File: src/rtl/engine_result_reader_pkg.sv
// Shared constants and helpers for the engine result reader.
// Mirrors the sha256 engine encodings (thread states, memory layout).
package engine_result_reader_pkg;

    localparam int N_THREADS        = 8;
    localparam int N_THREADS_MSB    = (N_THREADS > 1) ? $clog2(N_THREADS) - 1 : 0;
    localparam int THREAD_STATE_MSB = 1;
    localparam int MEM_TOTAL_MSB    = N_THREADS_MSB + 5;
    localparam int DATA_W           = 32;
    localparam int RESULT_WORDS     = 8;
    localparam int RESULT_OFFSET    = 0;

    localparam logic [THREAD_STATE_MSB:0] THREAD_STATE_NONE   = 2'd0;
    localparam logic [THREAD_STATE_MSB:0] THREAD_STATE_WR_RDY = 2'd1;
    localparam logic [THREAD_STATE_MSB:0] THREAD_STATE_BUSY   = 2'd2;
    localparam logic [THREAD_STATE_MSB:0] THREAD_STATE_RD_RDY = 2'd3;

    typedef enum logic [1:0] {
        ST_SCAN,
        ST_HDR,
        ST_RD,
        ST_RELEASE
    } rd_state_t;

    typedef logic [N_THREADS_MSB:0] thread_num_t;

    // Thread index successor, wrapping at the last engine thread.
    function automatic thread_num_t next_thread(thread_num_t t);
        return (32'(t) == 32'(N_THREADS - 1)) ? '0 : t + 1'b1;
    endfunction

    // Header word: result length in the upper half, thread number in the lower half.
    function automatic logic [DATA_W-1:0] header_word(thread_num_t t);
        return (32'(RESULT_WORDS) << 16) | 32'(t);
    endfunction

endpackage

File: src/rtl/engine_result_reader_if.sv
// Bus bundle between the result reader (master) and the engine/memory/consumer side (slave).
interface engine_result_reader_if;
    import engine_result_reader_pkg::*;

    logic [N_THREADS_MSB:0]    ts_num4;
    logic [THREAD_STATE_MSB:0] ts_rd4;
    logic [THREAD_STATE_MSB:0] ts_wr4;
    logic                      ts_wr_en4;
    logic                      mem_rd_cpu_request;
    logic [MEM_TOTAL_MSB:0]    mem_rd_addr_cpu;
    logic [DATA_W-1:0]         mem_dout;
    logic                      mem_rd_cpu_valid;
    logic [DATA_W-1:0]         dout;
    logic                      dout_valid;
    logic                      dout_rd_en;
    logic                      err;

    modport master (
        output ts_num4, ts_wr4, ts_wr_en4, mem_rd_cpu_request, mem_rd_addr_cpu,
               dout, dout_valid, err,
        input  ts_rd4, mem_dout, mem_rd_cpu_valid, dout_rd_en
    );

    modport slave (
        input  ts_num4, ts_wr4, ts_wr_en4, mem_rd_cpu_request, mem_rd_addr_cpu,
               dout, dout_valid, err,
        output ts_rd4, mem_dout, mem_rd_cpu_valid, dout_rd_en
    );

endinterface

File: src/rtl/engine_result_reader_result_obuf.sv
// result_obuf: 2-entry FIFO whose head entry is the registered output word.
// Only the occupancy counter is reset; data entries hold whatever was last written.
module result_obuf #(
    parameter int DATA_W = 32
) (
    input  logic              CLK,
    input  logic              RST,
    input  logic              push,
    input  logic [DATA_W-1:0] din,
    input  logic              rd_en,
    output logic [DATA_W-1:0] dout,
    output logic              full,
    output logic              empty,
    output logic [1:0]        free_cnt
);

    logic [1:0]        count;
    logic [DATA_W-1:0] head_p0;
    logic [DATA_W-1:0] tail_p0;
    logic              pop;

    assign empty    = (count == 2'd0);
    assign full     = (count == 2'd2);
    assign free_cnt = 2'd2 - count;
    assign pop      = rd_en && !empty;
    assign dout     = head_p0;

    // Occupancy: push and pop together leave the count unchanged.
    always_ff @(posedge CLK) begin
        if (RST) begin
            count <= 2'd0;
        end else if (push && !pop && !full) begin
            count <= count + 2'd1;
        end else if (pop && !push) begin
            count <= count - 2'd1;
        end
    end

    // Data movement: head is always the oldest word, tail the second oldest.
    always_ff @(posedge CLK) begin
        if (push && !pop) begin
            if (count == 2'd0) begin
                head_p0 <= din;
            end else if (count == 2'd1) begin
                tail_p0 <= din;
            end
        end else if (pop && !push) begin
            head_p0 <= tail_p0;
        end else if (push && pop) begin
            if (count == 2'd1) begin
                head_p0 <= din;
            end else begin
                head_p0 <= tail_p0;
                tail_p0 <= din;
            end
        end
    end

endmodule

File: src/rtl/engine_result_reader.sv
// engine_result_reader: scans thread_state channel 4 for finished threads, reads their
// digest words from main memory one request at a time and streams them out, then
// releases the thread back to THREAD_STATE_NONE.
// Optional feature: define RESULT_HEADER_EN to emit a header word before each result.
module engine_result_reader
    import engine_result_reader_pkg::*;
(
    input  logic                   CLK,
    input  logic                   RST,
    engine_result_reader_if.master bus
);

    localparam logic [4:0] LAST_K = 5'(RESULT_WORDS - 1);
    localparam logic [4:0] OFFSET = 5'(RESULT_OFFSET);

    rd_state_t         state, state_nxt;
    thread_num_t       ts_num, ts_num_nxt;
    logic [4:0]        k, k_nxt;
    logic              req_out;
    logic              req_issue;
    logic              err_q;
    logic              ts_wr_en;
    logic              credit;
    logic              obuf_push;
    logic [DATA_W-1:0] obuf_din;
    logic              obuf_full;
    logic              obuf_empty;
    logic [1:0]        obuf_free;

    // A request is only issued while a buffer entry is free, so its returning word always fits.
    assign credit = (obuf_free != 2'd0);

    // ts_num doubles as the latched thread: it is frozen from latch until release.
    always_comb begin
        state_nxt  = state;
        ts_num_nxt = ts_num;
        k_nxt      = k;
        req_issue  = 1'b0;
        ts_wr_en   = 1'b0;
        obuf_push  = 1'b0;
        obuf_din   = bus.mem_dout;
        case (state)
            ST_SCAN: begin
                if (bus.ts_rd4 == THREAD_STATE_RD_RDY) begin
                    k_nxt = '0;
`ifdef RESULT_HEADER_EN
                    state_nxt = ST_HDR;
`else
                    state_nxt = ST_RD;
`endif
                end else begin
                    ts_num_nxt = next_thread(ts_num);
                end
            end
            ST_HDR: begin
                if (credit) begin
                    obuf_push = 1'b1;
                    obuf_din  = header_word(ts_num);
                    state_nxt = ST_RD;
                end
            end
            ST_RD: begin
                req_issue = !RST && !req_out && credit;
                if (bus.mem_rd_cpu_valid && req_out) begin
                    obuf_push = 1'b1;
                    if (k == LAST_K) begin
                        state_nxt = ST_RELEASE;
                    end else begin
                        k_nxt = k + 5'd1;
                    end
                end
            end
            ST_RELEASE: begin
                ts_wr_en   = 1'b1;
                ts_num_nxt = next_thread(ts_num);
                state_nxt  = ST_SCAN;
            end
            default: state_nxt = ST_SCAN;
        endcase
    end

    // Control state, outstanding-request flag and sticky protocol error.
    always_ff @(posedge CLK) begin
        if (RST) begin
            state   <= ST_SCAN;
            ts_num  <= '0;
            k       <= '0;
            req_out <= 1'b0;
            err_q   <= 1'b0;
        end else begin
            state  <= state_nxt;
            ts_num <= ts_num_nxt;
            k      <= k_nxt;
            if (req_issue) begin
                req_out <= 1'b1;
            end else if (bus.mem_rd_cpu_valid) begin
                req_out <= 1'b0;
            end
            if ((bus.mem_rd_cpu_valid && !req_out) ||
                (state == ST_RD && bus.ts_rd4 != THREAD_STATE_RD_RDY)) begin
                err_q <= 1'b1;
            end
        end
    end

    // The credit rule guarantees a push never lands on a full buffer that is not popping.
    always_ff @(posedge CLK) begin
        if (!RST) begin
            assert (!(obuf_push && obuf_full && !(bus.dout_rd_en && !obuf_empty)));
        end
    end

    result_obuf #(.DATA_W(DATA_W)) u_obuf (
        .CLK      (CLK),
        .RST      (RST),
        .push     (obuf_push),
        .din      (obuf_din),
        .rd_en    (bus.dout_rd_en),
        .dout     (bus.dout),
        .full     (obuf_full),
        .empty    (obuf_empty),
        .free_cnt (obuf_free)
    );

    assign bus.ts_num4            = ts_num;
    assign bus.ts_wr4             = THREAD_STATE_NONE;
    assign bus.ts_wr_en4          = ts_wr_en;
    assign bus.mem_rd_cpu_request = req_issue;
    assign bus.mem_rd_addr_cpu    = {ts_num, OFFSET + k};
    assign bus.dout_valid         = !obuf_empty;
    assign bus.err                = err_q;

endmodule

File: src/flat_wrapper.sv
// flat-port wrapper written by rule: the top's interface ports become plain ports
module engine_result_reader_flat import engine_result_reader_pkg::*;
  (CLK, RST, bus_ts_num4, bus_ts_wr4, bus_ts_wr_en4, bus_mem_rd_cpu_request, bus_mem_rd_addr_cpu, bus_dout, bus_dout_valid, bus_err, bus_ts_rd4, bus_mem_dout, bus_mem_rd_cpu_valid, bus_dout_rd_en);
  engine_result_reader_if bus_i ();
  input  logic CLK;
  input  logic RST;
  output wire logic [$bits(bus_i.ts_num4)-1:0] bus_ts_num4;
  output wire logic [$bits(bus_i.ts_wr4)-1:0] bus_ts_wr4;
  output wire logic [$bits(bus_i.ts_wr_en4)-1:0] bus_ts_wr_en4;
  output wire logic [$bits(bus_i.mem_rd_cpu_request)-1:0] bus_mem_rd_cpu_request;
  output wire logic [$bits(bus_i.mem_rd_addr_cpu)-1:0] bus_mem_rd_addr_cpu;
  output wire logic [$bits(bus_i.dout)-1:0] bus_dout;
  output wire logic [$bits(bus_i.dout_valid)-1:0] bus_dout_valid;
  output wire logic [$bits(bus_i.err)-1:0] bus_err;
  input wire logic [$bits(bus_i.ts_rd4)-1:0] bus_ts_rd4;
  input wire logic [$bits(bus_i.mem_dout)-1:0] bus_mem_dout;
  input wire logic [$bits(bus_i.mem_rd_cpu_valid)-1:0] bus_mem_rd_cpu_valid;
  input wire logic [$bits(bus_i.dout_rd_en)-1:0] bus_dout_rd_en;
  assign bus_ts_num4 = bus_i.ts_num4;
  assign bus_ts_wr4 = bus_i.ts_wr4;
  assign bus_ts_wr_en4 = bus_i.ts_wr_en4;
  assign bus_mem_rd_cpu_request = bus_i.mem_rd_cpu_request;
  assign bus_mem_rd_addr_cpu = bus_i.mem_rd_addr_cpu;
  assign bus_dout = bus_i.dout;
  assign bus_dout_valid = bus_i.dout_valid;
  assign bus_err = bus_i.err;
  assign bus_i.ts_rd4 = bus_ts_rd4;
  assign bus_i.mem_dout = bus_mem_dout;
  assign bus_i.mem_rd_cpu_valid = bus_mem_rd_cpu_valid;
  assign bus_i.dout_rd_en = bus_dout_rd_en;
  engine_result_reader u_core (.CLK(CLK), .RST(RST), .bus(bus_i));
endmodule
File: config.mk
export PLATFORM = sky130hd
export DESIGN_NAME = engine_result_reader_flat
export DESIGN_NICKNAME = d
export VERILOG_FILES = /design/src/rtl/engine_result_reader_pkg.sv /design/src/rtl/engine_result_reader_if.sv /design/src/rtl/engine_result_reader_result_obuf.sv /design/src/rtl/engine_result_reader.sv /design/src/flat_wrapper.sv
export SDC_FILE = /design/constraint.sdc
export NUM_CORES = 1
export LEC_CHECK = 0
export ABC_AREA = 1
export ABC_CLOCK_PERIOD_IN_PS = 5100
export BUFFER_PORTS_ARGS = -buffer_cell sky130_fd_sc_hd__buf_2
export CORE_MARGIN = 1.5
export CORE_UTILIZATION = 37
export DETAILED_ROUTE_END_ITERATION = 16
export HOLD_SLACK_MARGIN = 0.12
export PLACE_DENSITY = 0.59
export SYNTH_ARGS = -nofsm -noshare
export SYNTH_HDL_FRONTEND = slang
export SYNTH_SLANG_ARGS = --single-unit
export TNS_END_PERCENT = 30
File: constraint.sdc
create_clock -name CLK -period 5.1 [get_ports CLK]
set_clock_uncertainty 0.1 [all_clocks]
set_input_delay 0 -clock CLK [delete_from_list [all_inputs] [get_ports CLK]]
set_output_delay 0 -clock CLK [all_outputs]
set_load 0.1 [all_outputs]
After elaboration in Yosys (flattened, before gate mapping)
Cells that the tools add are included.
{"block": "totals", "word_cells": 96, "regBits": 78, "out_inout_bits": 49, "in_bits": 38}
{"block": "classes", "n_eq_ne": 19, "n_reduce_logical": 31, "muxes": 33, "n_addsub": 5}
{"operator": "32-bit 2-to-1 mux", "n": 12}
{"operator": "5-bit 2-to-1 mux", "n": 3}
{"operator": "2-bit 2-to-1 mux", "n": 6}
{"operator": "2-bit by 1-bit != test with 1-bit output (second input constant)", "n": 6}
{"operator": "4-bit AND reduction", "n": 3}
{"operator": "2-bit nonzero test", "n": 6}
{"operator": "1-bit logical AND", "n": 10}
{"operator": "2-bit != test (second input constant)", "n": 5}
{"operator": "5-bit one-hot mux with 2 select lines", "n": 1}
{"operator": "2-bit equality test (second input constant)", "n": 4}
{"operator": "2-bit one-hot mux with 4 select lines", "n": 1}
{"operator": "1-bit zero test", "n": 6}
{"operator": "1-bit 2-to-1 mux", "n": 6}
{"operator": "3-bit 2-to-1 mux", "n": 2}
{"operator": "3-bit one-hot mux with 2 select lines", "n": 1}
{"operator": "5-bit by 1-bit adder with 5-bit output (second input constant)", "n": 1}
{"operator": "5-bit by 3-bit equality test with 1-bit output (second input constant)", "n": 1}
{"operator": "2-bit by 1-bit equality test with 1-bit output (second input constant)", "n": 2}
{"operator": "2-bit zero test", "n": 2}
{"operator": "2-bit AND reduction", "n": 2}
{"operator": "3-bit by 1-bit adder with 3-bit output (second input constant)", "n": 1}
{"operator": "3-bit equality test (second input constant)", "n": 1}
{"operator": "3-bit nonzero test", "n": 1}
{"operator": "2-bit by 1-bit adder with 2-bit output (second input constant)", "n": 1}
{"operator": "other kinds (4)", "n": 4}

Logic depth before layout (Yosys ltp)
{"block": "depth", "word_depth": 8, "mapped_depth": 12, "depth_no_buf": 10}

Cells and area by module
Synthesis repeated with hierarchy kept, for this count alone.
{"block": "hier_totals", "cells_unflattened": 602, "hier_area_um2": 4835.9}
{"module": "result_obuf", "instances": 1, "seq_area_each_um2": 1961.9, "cells_per_inst": 414, "area_each_um2": 3757.4}
{"module": "engine_result_reader", "instances": 1, "seq_area_each_um2": 240.2, "cells_per_inst": 188, "area_each_um2": 1078.5}

Worst setup path before layout
OpenSTA, ideal clock, no wires.
{"block": "synth_timing", "path_type": "flip-flop to flip-flop", "from": "reg u_core.state[0]", "to": "reg u_core.req_out", "path_buffers": 0, "arrival_time_ns": 3.814, "required_ns": 4.921, "setup_slack_ns": 1.107, "period_less_slack_ns": 3.993, "setup_ns": 0.079, "stages_incl_launch_ff": 7, "cell_sequence": "dfxtp_1 -> inv_1 -> ha_1 -> inv_1 -> nor4_1 -> a21oi_1 -> nor2_1"}
{"block": "synth_between", "elab_chain_cells": 3, "elab_cells_between_ends": 4, "cone_classes": "eq/ne (1); mux (2); reduce/logical (1)"}
{"element": "start, declared", "line_no": "engine_result_reader.sv:16", "source": "rd_state_t state, state_nxt;"}
{"element": "start signal, assigned", "line_no": "engine_result_reader.sv:91", "source": "state <= state_nxt;"}
{"element": "2-bit equality test *", "line_no": "engine_result_reader.sv:42", "source": "case (state)"}
{"element": "1-bit 2-to-1 mux *", "line_no": "engine_result_reader.sv:42"}
{"element": "named net bus_mem_rd_cpu_request", "line_no": "flat_wrapper.sv:10", "source": "output wire logic [$bits(bus_i.mem_rd_cpu_request)-1:0] bus_mem_rd_cpu_request;"}
{"element": "1-bit 2-to-1 mux or 2-bit nonzero test (tied branches)"}
{"element": "end signal, assigned", "line_no": "engine_result_reader.sv:88", "source": "req_out <= 1'b0;"}
{"element": "end signal, assigned", "line_no": "engine_result_reader.sv:95", "source": "req_out <= 1'b1;"}
{"element": "end signal, assigned", "line_no": "engine_result_reader.sv:97", "source": "req_out <= 1'b0;"}
{"element": "end, declared", "line_no": "engine_result_reader.sv:19", "source": "logic req_out;"}
Mark *: on every way through the listed nets, which the timed path passes. The rest lies on a longest branch.
A chain may end at the register's enable or synchronous reset.

Final worst setup path
{"block": "layout_timing", "from": "reg u_core.u_obuf.count[0]", "to": "reg u_core.u_obuf.head_p0[16] (netlist: u_core.u_obuf.dout[16]) (data pin)"}
{"block": "layout_between", "elab_chain_cells": 8, "elab_cells_between_ends": 19, "cone_classes": "add/sub (1); eq/ne (1); mux (9); reduce/logical (8)"}
{"element": "start, declared", "line_no": "engine_result_reader_result_obuf.sv:17", "source": "logic [1:0] count;"}
{"element": "start signal, assigned", "line_no": "engine_result_reader_result_obuf.sv:33", "source": "count <= count + 2'd1;"}
{"element": "start signal, assigned", "line_no": "engine_result_reader_result_obuf.sv:35", "source": "count <= count - 2'd1;"}
{"element": "2-bit subtractor", "line_no": "engine_result_reader_result_obuf.sv:24", "source": "assign free_cnt = 2'd2 - count;"}
{"element": "2-bit nonzero test", "line_no": "engine_result_reader.sv:31", "source": "assign credit = (obuf_free != 2'd0);"}
{"element": "32-bit 2-to-1 mux or 1-bit 2-to-1 mux (tied branches)", "line_no": "engine_result_reader.sv:56", "source": "if (credit) begin"}
{"element": "32-bit 2-to-1 mux or 1-bit one-hot mux with 2 select lines (tied branches)", "line_no": "engine_result_reader.sv:42"}
{"element": "32-bit 2-to-1 mux or 1-bit zero test (tied branches)"}
{"element": "32-bit 2-to-1 mux or 1-bit logical AND (tied branches)", "line_no": "engine_result_reader_result_obuf.sv:49, engine_result_reader_result_obuf.sv:47"}
{"element": "32-bit 2-to-1 mux", "line_no": "engine_result_reader_result_obuf.sv:47", "source": "end else if (pop && !push) begin"}
{"element": "32-bit 2-to-1 mux *", "line_no": "engine_result_reader_result_obuf.sv:41", "source": "if (push && !pop) begin"}
{"element": "end signal, assigned", "line_no": "engine_result_reader_result_obuf.sv:43", "source": "head_p0 <= din;"}
{"element": "end signal, assigned", "line_no": "engine_result_reader_result_obuf.sv:48", "source": "head_p0 <= tail_p0;"}
{"element": "end signal, assigned", "line_no": "engine_result_reader_result_obuf.sv:51", "source": "head_p0 <= din;"}
{"element": "end, declared", "line_no": "engine_result_reader_result_obuf.sv:18", "source": "logic [DATA_W-1:0] head_p0;"}
Mark *: on every way between the ends. The rest lies on a longest branch, timed or not. The select of a mux whose other input is x is not followed.

==> results.cfg <==
[worst_hold_path]
worstHoldPathCells = 5
hp-start = bus_mem_dout[1]
hold_class = primary input to flop
holdPathEnd = u_core.u_obuf.tail_p0[1]$_DFFE_PP_

[floorplanning]
ios = 87
start_util_pct = 38.5
die_x_um = 116
rows = 40
die_area_um2 = 13300
die_y_um = 116
core_area_um2 = 12200

[sta]
timing.fmax_mhz = 325
final_hold_viol_count = 0
finalSetupViolCount = 0
setup_ws_ns = 2.02
timing.final.crit_period_ns = 3.08
slew_violations = 0
fin_tns_setup_ns = 0
rsz0062_at_grt = no
timing.hold.ws_ns = 0.148
post-route-period-util_pct = 60.4
worst_pin_slew_ns = 1.11
relSlewSlack_pct = 25.6

[worst_setup_path]
r2r_slack_ns = 2.02
start_kind = flop
path_class = flop to flop
timing.rr.end = u_core.u_obuf.dout[16]$_DFFE_PP_
r2r_cells = 11
worstReg2RegStart = u_core.u_obuf.count[0]$_SDFFE_PP0P_
crit_arrival_ns = 3.07
cp_max_fo = 38
cp_data_required_time_ns = 5.09
endpoint_kind = flop

[finish]
finalNetCount = 710
area_growth_pct = 23.7
fillerInstances = 1158
final_util_pct = 47.6
drive_gt1_share_pct = 21.4
final_cell_area_um2 = 5790
finalNonFillerCells = 832
antennaDiodeCount = 0

[global_routing]
grt.busiest_layer = met2
grt_util_all_layers_pct = 17.3
use_met3_pct = 3.56
grt_max_degree = 71
gr-usage-met2_pct = 29.6
grt_pass1_vias = 3824
antenna_found_initial = 0
overflow = 0
grtUsageMet1_pct = 22.1
grt_pass1_wl_um = 18100

[detailed_routing]
ant_nets = 0
drt-initial-drc-count = 298
drcViolationCount = 0
wire_per_inst_um = 13.1
wl_um = 10900
via_count = 3972
vias_per_cell = 4.77
drt_first_pass_iters = 5

[placement]
dp.cells = 781
pre_cts_ws_ns = 1.98
gp_congestion = 0.780
portBuffers = 84
dp_hpwl_um = 6940
place_area_um2 = 5130

[power]
p_per_area_nw_per_um2 = 635
p_sw_mw = 1.93
switching_share_pct = 52.4
peakVddDrop_v = 0.000657
p_int_mw = 1.75
comb_power_share_pct = 54.5
p_total_mw = 3.68
leakagePower_nw = 2.65
clockPowerShare_pct = 18.7
power_frac_seq_pct = 26.8

[cts]
cts_resized = 0
htree_levels = 3
clkLatencyLatePin_ns = 0.34
cts_tree = built
numCtsBuffers = 9
cts_max_path_buffers = 2
clkTransAtPathRegs_ns = 0.06
cts_setup_buffers = 0
clock_sinks = 78
cts_root_buffer = clkbuf_16

[synth]
ys_warn_count = 0
syn_inst = 561
yosysTopAreaCell = edfxtp_1
synth_edf_count = 64
synthTopCellsByArea = edfxtp_1 41%, nand2_1 17%, o21ai_0 8.0%
yosys.area.top_type_share_pct = 41.0
synth.distinct_cells = 28
ys_ff_latch = 78
ys_async_sr_fraction_pct = 0
postSynthAreaPerCell_um2 = 8.35
synthFlopType = edfxtp_1
synth.most_common_cell = nand2_1
yosys-top-cells-count = 212 x nand2_1, 75 x o21ai_0, 64 x edfxtp_1, 54 x inv_1, 28 x o211ai_2
yosysSeqAreaShare_pct = 47.0
synthesis.area_um2 = 4680

[job]
max_cap_viol_count = 0

[status]
status = complete, no violations
[worst max path at each step]
| stage | end | cells past startpoint | slack (ns) | startpoint |
|---|---|---|---|---|
| floorplan | u_core.req_out$_SDFFE_PP0P_ | 6 | 1.11 | u_core.state[0]$_SDFFE_PP0P_ |
| global placement | u_core.u_obuf.dout[16]$_DFFE_PP_ | 11 | 2.12 | u_core.u_obuf.count[0]$_SDFFE_PP0P_ |
| detailed placement | u_core.u_obuf.dout[23]$_DFFE_PP_ | 11 | 1.98 | u_core.u_obuf.count[0]$_SDFFE_PP0P_ |
| CTS | u_core.u_obuf.dout[23]$_DFFE_PP_ | 11 | 1.97 | u_core.u_obuf.count[0]$_SDFFE_PP0P_ |
| global route | u_core.u_obuf.dout[27]$_DFFE_PP_ | 11 | 1.81 | u_core.u_obuf.count[0]$_SDFFE_PP0P_ |
| finish | u_core.u_obuf.dout[16]$_DFFE_PP_ | 11 | 2.02 | u_core.u_obuf.count[0]$_SDFFE_PP0P_ |
[metal layers]
layer / wire length (um) / part of all wire [%]
met1: 5000 / 46
met2: 5200 / 48
met3: 550 / 5.0
met4: 142 / 1.3
met5: 0 / 0
[what timing repair did]
| item | 4_1_cts | 5_1_grt |
|---|---|---|
| endpoints found under the setup margin | 0 | 0 |
| endpoints found under the hold margin | 70 | 0 |
| hold buffers | 35 | 0 |
[sequential cells by signal, summed over array words and instances (netlist names)]
register               count
u_core.u_obuf.dout        32
u_core.u_obuf.tail_p0     32
u_core.k                   5
u_core.bus.ts_num4         3
u_core.state               2
u_core.u_obuf.count        2
u_core.bus.err             1
u_core.req_out             1
[final cells by class]
type | count | area (um^2) | share of cell area, %
sequential | 78 | 2200 | 38.0
tap | 168 | 210 | 3.63
clock inverter | 6 | 86.3 | 1.49
multi-input combinational | 392 | 2060 | 35.6
inverter | 56 | 210 | 3.63
timing repair buffer | 122 | 793 | 13.7
clock buffer | 10 | 229 | 3.95
[worst max-delay path, cell delays in order, from the launching register on]
cell,delay [ns]
dfxtp_1,0.33
inv_1,0.10
ha_1,0.25
inv_2,0.08
nand2_4,0.24
nand2_4,0.21
nand2_4,0.10
nand2_2,0.65
buf_4,0.49
nand2_1,0.12
o211ai_2,0.07
nand2_1,0.07
[power by group through the flow]
stage,Sequential (mW),Clock (mW),Combinational (mW)
3_3_place_gp,0.995,0,1.97
6_report,0.985,0.688,2.01
5_1_grt,1.00,0.729,2.18
3_5_place_dp,1.00,0,2.00
4_1_cts,0.988,0.702,2.03
2_1_floorplan,1.77,0,0.953
[cells by family after synthesis]
| family | Yosys count | share of synthesized area [%] |
|---|---|---|
| compound gates | 116 | 17.1 |
| xor+xnor | 1 | 0.187 |
| fa+ha+maj | 13 | 3.47 |
| buf+inv | 92 | 9.75 |
| flops | 78 | 47.0 |
| other cells | 1 | 0.0801 |
| simple gates | 260 | 22.4 |
[layout by cell type, fill, tap and decap left out, types with 2 or more instances in the layout]
cell and count:
inv_1 54, dlygate4sd3_1 35, ha_1 12, a21oi_1 8, edfxtp_1 64, buf_4 3
nand3_1 15, o21a_1 2, nand4_1 2, nand2_4 3, nand2_1 212, clkinv_2 2
bufinv_16 2, nor2_1 21, clkbuf_16 9, buf_2 84, conb_1 2, o211ai_2 28
o21ai_0 74, dfxtp_1 14, inv_2 2
(Power assumes the default switching activity.)
